==> src/rtl/bcd_seg_display.sv <==
`default_nettype none
// ============================================================================
//  Module      : bcd_seg_display
//  Description : Sequential binary-to-BCD converter feeding a 3-digit,
//                common-anode, multiplexed 7-segment display with blanking.
//  Revision    : 1.0 - initial release
// ============================================================================
module bcd_seg_display #(
    parameter int SCAN_DIV = 50000
) (
    input  logic        clk,
    input  logic        rst,
    input  logic [7:0]  val,
    input  logic        val_valid,
    output logic        busy,
    output logic [11:0] bcd,
    output logic [2:0]  an,
    output logic [6:0]  seg,
    output logic        dp
);

    localparam int DIV_W = (SCAN_DIV > 1) ? $clog2(SCAN_DIV) : 1;

    typedef enum logic [1:0] {
        IDLE  = 2'd0,
        SHIFT = 2'd1,
        DONE  = 2'd2
    } state_t;

    state_t       state_q;
    logic [7:0]   bin_q;
    logic [11:0]  scratch_q;
    logic [2:0]   cnt_q;
    logic [11:0]  bcd_q;
    logic [11:0]  adj_d;

    logic [DIV_W-1:0] div_q;
    logic [1:0]       digit_q;

    logic [3:0]   nib;
    logic         blank;

    function automatic logic [3:0] add3(input logic [3:0] n);
        return (n >= 4'd5) ? n + 4'd3 : n;
    endfunction

    // Double-dabble correction applied before each shift
    assign adj_d = {add3(scratch_q[11:8]), add3(scratch_q[7:4]), add3(scratch_q[3:0])};

    always_ff @(posedge clk) begin
        if (rst) begin
            state_q   <= IDLE;
            bin_q     <= '0;
            scratch_q <= '0;
            cnt_q     <= '0;
            bcd_q     <= '0;
        end else begin
            case (state_q)
                IDLE: begin
                    if (val_valid) begin
                        bin_q     <= val;
                        scratch_q <= '0;
                        cnt_q     <= '0;
                        state_q   <= SHIFT;
                    end
                end
                SHIFT: begin
                    {scratch_q, bin_q} <= {adj_d, bin_q} << 1;
                    cnt_q              <= cnt_q + 3'd1;
                    if (cnt_q == 3'd7) begin
                        state_q <= DONE;
                    end
                end
                DONE: begin
                    bcd_q   <= scratch_q;
                    state_q <= IDLE;
                end
                default: state_q <= IDLE;
            endcase
        end
    end

    always_ff @(posedge clk) begin
        if (rst) begin
            div_q   <= '0;
            digit_q <= 2'd0;
        end else if (div_q == DIV_W'(SCAN_DIV - 1)) begin
            div_q   <= '0;
            digit_q <= (digit_q == 2'd2) ? 2'd0 : digit_q + 2'd1;
        end else begin
            div_q   <= div_q + DIV_W'(1);
        end
    end

    // Digit select and blanking follow bcd_q directly so a new result shows at once
    always_comb begin
        an    = 3'b110;
        nib   = bcd_q[3:0];
        blank = 1'b0;
        case (digit_q)
            2'd1: begin
                an    = 3'b101;
                nib   = bcd_q[7:4];
                blank = (bcd_q[11:8] == 4'd0) && (bcd_q[7:4] == 4'd0);
            end
            2'd2: begin
                an    = 3'b011;
                nib   = bcd_q[11:8];
                blank = (bcd_q[11:8] == 4'd0);
            end
            default: ;
        endcase

        case (nib)
            4'd0:    seg = 7'b1000000;
            4'd1:    seg = 7'b1111001;
            4'd2:    seg = 7'b0100100;
            4'd3:    seg = 7'b0110000;
            4'd4:    seg = 7'b0011001;
            4'd5:    seg = 7'b0010010;
            4'd6:    seg = 7'b0000010;
            4'd7:    seg = 7'b1111000;
            4'd8:    seg = 7'b0000000;
            4'd9:    seg = 7'b0010000;
            default: seg = 7'b1111111;
        endcase
        if (blank) begin
            seg = 7'b1111111;
        end
    end

    assign busy = (state_q != IDLE);
    assign bcd  = bcd_q;
    assign dp   = 1'b1;

endmodule
`default_nettype wire
==> config.mk <==
export PLATFORM = sky130hd
export DESIGN_NAME = bcd_seg_display
export DESIGN_NICKNAME = d
export VERILOG_FILES = /design/src/rtl/bcd_seg_display.sv
export SDC_FILE = /design/constraint.sdc
export NUM_CORES = 1
export LEC_CHECK = 0
export ABC_AREA = 1
export CAP_MARGIN = 10
export CORE_UTILIZATION = 35
export DETAILED_ROUTE_END_ITERATION = 10
export HOLD_SLACK_MARGIN = 0.15
export PLACE_DENSITY_LB_ADDON = 0.1
export SYNTH_ARGS = -nofsm -noshare
export SYNTH_HDL_FRONTEND = slang
export SYNTH_SLANG_ARGS = --single-unit
==> constraint.sdc <==
create_clock -name clk -period 6.4 [get_ports clk]
set_input_delay 1.28 -clock clk [delete_from_list [all_inputs] [get_ports clk]]
set_output_delay 1.28 -clock clk [all_outputs]
set_load 0.05 [all_outputs]
# Yosys cells after proc, flatten, opt, wreduce, memory -nomap -nowiden
# Memory sizes are Yosys's and may differ from the RTL's.
# Index checks and enable logic that the tools add are counted.
[word_totals] ff_bits=55 rom_bits=112 out_inout_bits=24 memories=1
[op_classes] n_addsub=6 order_cmp=3 n_eq_ne=8 mux=17 reduce_logical=9
[mem_list] name="(name not given)" words=16 width=7 read_ports=1 rd_clocked_by_memory_dff=0 wr=0 line_no="114" text="case (nib)"
[op_table] op="$pmux W12 S2" count=1
[op_table] op="$add A16 B1 Y16 const B" count=1
[op_table] op="$eq A16 B16 Y1 const B" count=1
[op_table] op="$pmux W8 S2" count=1
[op_table] op="$ge A4 B3 Y1 const B" count=3
[op_table] op="$mux W12" count=1
[op_table] op="$pmux W3 S2" count=2
[op_table] op="$add A4 B2 Y4 const B" count=2
[op_table] op="$logic_not A4 Y1" count=2
[op_table] op="$mux W4" count=2
[op_table] op="$mux W8" count=1
[op_table] op="$pmux W4 S2" count=1
[op_table] op="$mux W7" count=1
[op_table] op="$mux W2" count=3
[op_table] op="$mux W3" count=2
[op_table] op="$eq A2 B1 Y1 const B" count=2
[op_table] op="$eq A2 B2 Y1 const B" count=2
[op_table] op="$ne A2 B2 Y1 const B" count=2
[op_table] op="$pmux W2 S2" count=1
[op_table] op="$reduce_and A2 Y1" count=2
[op_table] op="$reduce_bool A2 Y1" count=2
[op_table] op="$add A3 B1 Y3 const B" count=1
[op_table] op="$add A3 B2 Y3 const B" count=1
[op_table] op="$eq A3 B3 Y1 const B" count=1
[op_table] op="5 further kinds" count=5

# Depth between registers and ports, before layout
[logic_depth] depth_word=4 depth_mapped=11 ltp_nobuf=11

# Worst setup path after synthesis
# Ideal clock, no wire load.
[synth_timing] path_type="register -> output" from="reg digit_q[0]" to="out seg[1]" t_arrival_ns=2.637 required_time_ns=5.120 slack_ns=2.483 stages_incl_launch_ff=9 path_buffers=1 cell_sequence="dfxtp_1 > inv_1 > ha_1 > buf_2 > or2_0 > nand2_1 > inv_1 > ha_1 > o211ai_1"
[synth_via] elab_chain_cells=4 word_cells_on_any_way=6 classes_between="eq/ne: 2; mux: 3; memory: 1"
[synth_lines] element="from (decl)" line_no="38" text="logic [1:0] digit_q;"
[synth_lines] element="from (signal assigned)" line_no="89" text="digit_q <= (digit_q == 2'd2) ? 2'd0 : digit_q + 2'd1;"
[synth_lines] element="$eq A2 B2 Y1 / $eq A2 B1 Y1 (equally long branches)" line_no="100" text="case (digit_q)"
[synth_lines] element="$pmux W4 S2" line_no="100"
[synth_lines] element="$mem_v2 Z16 W7"
[synth_lines] element="$mux W7 (*)" line_no="127" text="if (blank) begin"
[synth_lines] element="to (decl)" line_no="18" text="output logic [6:0] seg,"
# Every way passes the cells marked *; elsewhere a longest branch is shown, timed or not.

# Worst setup path after layout
[layout_timing] from="reg digit_q[0]" to="out seg[3]"
# The elaborated chain is that of the path after synthesis.

==> results.json <==
{
  "path_max_fanout": 12,
  "hold_class": "flop to flop",
  "crit_arrival_ps": 3020,
  "multiInputGateArea_sq_um": 1570,
  "io_pins": 35,
  "place.gp.congestion": 0.7795,
  "power_switching_share": 0.2474,
  "firstDrtPassIters": 4,
  "layout_common_cells": "nand2_1, dfxtp_1, nor2_1",
  "intPower_uw": 443.0,
  "cp.required_ps": 5120,
  "initial_core_util": 0.3693,
  "fin_setup_tns_ps": 0,
  "end_kind": "output pin",
  "grt_max_degree": 32,
  "synth_xor_area_frac": 0.009021,
  "clockBufferDepth": 2,
  "cts_resized": 0,
  "drt-initial-drc-count": 142,
  "cts.sinks": 55,
  "path_clk_slew_ps": 110,
  "outcome": "finished clean",
  "cts_tree": "built",
  "syn_to_final_growth_pct": 17.10,
  "reg2reg_depth": 5,
  "crit_path_frequent_cell": "nand2_1",
  "tightestPinTransition_ps": 701.6,
  "slew_headroom": 0.5318,
  "yosys_warnings": 0,
  "finalCriticalPeriod_ps": 4295,
  "grt_pass1_wl_mm": 10.90,
  "holdPathStages": 2,
  "max_freq_mhz": 232.8,
  "grt_setup_unrepaired": "no",
  "antenna_found_initial": 0,
  "netlist_area_sq_um": 2913,
  "hold_viol": 0,
  "grt_overflow": 0,
  "synth_adder_area_share": 0.06873,
  "grt_use_total": 0.1533,
  "hpwl_mm": 4.519,
  "fill_cells": 834,
  "final_util": 0.4324,
  "finalPower_uw": 588.6,
  "cts_htree_levels": 2,
  "slowest_stage": "clkdlybuf4s50_1",
  "critPathKind": "flop to output pin",
  "syn_inst": 435,
  "seq_power_share": 0.602,
  "synthSimpleGateAreaFrac": 0.3299,
  "wl_per_cell_microns": 10.95,
  "min_to": "scratch_q[9]",
  "die_width_microns": 93.23,
  "cts-root-buf": "clkbuf_8",
  "core-area_sq_um": 7888,
  "syn_avg_cell_area_sq_um": 6.696,
  "ir_drop_mv": 0.08696,
  "synth.area.mux_share": 0,
  "port_buffers": 33,
  "syn_nets": 462,
  "worstReg2RegEnd": "bin_q[1]",
  "final_max_slew_viol_count": 0,
  "hold_buffers": 0,
  "p_clk_frac": 0.330,
  "die_h_microns": 93.23,
  "avgViaCountPerCell": 4.732,
  "wirelength_mm": 6.210,
  "setup_viol": 0,
  "ys_seq_area_frac": 0.3780,
  "cts_setup_buffers": 0,
  "r2r-start": "state_q[0]",
  "share_comb_of_total_power": 0.068,
  "nets": 491,
  "power_density_nw_per_um2": 172.6,
  "maxCapViolCount": 0,
  "crit_chain": "inv_1 > ha_1 > or2_0 > nand2_1 > inv_1 > ha_1 > nand2_1 > nand2_1 > nand2_1 > nand2_1 > clkdlybuf4s50_1",
  "clock_latency_ps": 310,
  "start_kind": "flop",
  "synth_cell_types": 28,
  "row_count": 32,
  "fin_skew_ps": 11.05,
  "drive_above_1_share": 0.04086,
  "synth_seq_cells": 55,
  "cts-buffers-inserted": 5,
  "final_common_cell": "nand2_1",
  "synth_compound_area_frac": 0.1289,
  "drtAntennaViolNets": 0,
  "diodes": 0,
  "fp.dieArea_sq_um": 8691,
  "max_stage_delay_ps": 790,
  "drc": 0,
  "synth_top_family_by_area": "simple AND/OR/NAND/NOR gates",
  "rrSetupSlack_ps": 4730,
  "register_area_sq_um": 1101,
  "p_sw_uw": 145.6,
  "p_leak_nw": 1.376,
  "min-delay-start": "scratch_q[9]",
  "num_vias": 2683,
  "period_share": 0.6712,
  "grt_pass1_vias": 2401
}
[synthesized netlist by cell type]
| master | count | area, sq um |
|---|---|---|
| a21oi_1 | 44 | 220.2 |
| and2_1 | 1 | 6.260 |
| buf_2 | 6 | 30.03 |
| buf_4 | 2 | 15.01 |
| buf_6 | 1 | 11.26 |
| clkbuf_1 | 3 | 11.26 |
| clkbuf_2 | 1 | 5.000 |
| conb_1 | 1 | 3.750 |
| dfxtp_1 | 55 | 1101 |
| ha_1 | 16 | 200.2 |
| inv_1 | 44 | 165.2 |
| inv_2 | 2 | 7.510 |
| nand2_1 | 119 | 446.7 |
| nand2_2 | 1 | 6.260 |
| nand3_1 | 32 | 160.2 |
| nand3_2 | 1 | 10.01 |
| nand4_1 | 12 | 75.07 |
| nor2_1 | 48 | 180.2 |
| nor2_2 | 1 | 6.260 |
| nor2_4 | 1 | 11.26 |
| nor3_1 | 8 | 40.04 |
| o211ai_1 | 2 | 15.01 |
| o21ai_0 | 21 | 105.1 |
| o21ai_1 | 7 | 35.03 |
| or2_0 | 1 | 6.260 |
| or2_2 | 2 | 12.51 |
| xnor2_1 | 1 | 8.760 |
| xor2_1 | 2 | 17.52 |
[worst max-delay path, delay by kind of cell, from the launching register on]
| kind | cells | cell delay [ps] |
|---|---|---|
| AND/OR/NAND/NOR | 6 | 620 |
| flip-flops | 1 | 380 |
| buffers and inverters | 3 | 970 |
| adder cells (fa/ha/maj) | 2 | 740 |
[final cells by class]
cell class                 count  share of cell area
multi-input combinational    321              0.4604
clock inverter                 3            0.007337
timing repair buffer          35              0.1012
inverter                      46             0.05062
sequential                    55              0.3228
tap                          102             0.03742
clock buffer                   5             0.02018
[power groups by stage]
stage	Clock, mW	Combinational [mW]	Sequential (mW)
finish	0.194	0.0400	0.354
global route	0.218	0.0450	0.355
floorplan	0	0.0289	0.361
detailed placement	0	0.0408	0.362
CTS	0.208	0.0408	0.354
global placement	0	0.0406	0.362
[metrics by stage]
| step | hold WS (ps) | area (sq um) | setup WS [ps] | cells |
|---|---|---|---|---|
| 4_1_cts | 472.9 | 3411 | 2088 | 567 |
| 5_1_grt | 487.6 | 3411 | 1852 | 567 |
| 6_report | 470.0 | 3411 | 2105 | 567 |
| 3_3_place_gp | 445.2 | 3317 | 2515 | 559 |
| 2_1_floorplan | 428.6 | 2913 | 2483 | 435 |
| 3_5_place_dp | 450.4 | 3317 | 2461 | 559 |
[flip-flops by register name (all words and copies together) (netlist names)]
signal,cells
scratch_q,12
bcd,12
digit_q,2
div_q,16
bin_q,8
cnt_q,3
state_q,2
[worst max-delay path by stage]
stage,from,end,slack [ps],cells after the start
final,digit_q[0],seg[3],2100,11
after global placement,digit_q[0],seg[3],2510,11
after floorplan,digit_q[0],seg[1],2480,8
after global routing,digit_q[1],seg[3],1850,11
after CTS,digit_q[0],seg[3],2090,11
after detailed placement,digit_q[0],seg[3],2460,11
[cell families (layout without fill, tap and decap cells)]
group | count (synthesis) | in the layout
compound gates | 74 | 74
xor+xnor | 3 | 3
fa+ha+maj | 16 | 16
buf+inv | 59 | 89
flops | 55 | 55
other cells | 1 | 1
simple gates | 227 | 227
[metal layers]
layer  vias to the layer above  share of wire  track usage
li1                       1465              -            -
met1                      1174           0.52       0.2121
met2                        42           0.44       0.2451
met3                         2          0.031      0.02602
met4                         0         0.0050      0.04231
met5                         -              0            0
Power figures use the tool's default switching activity.
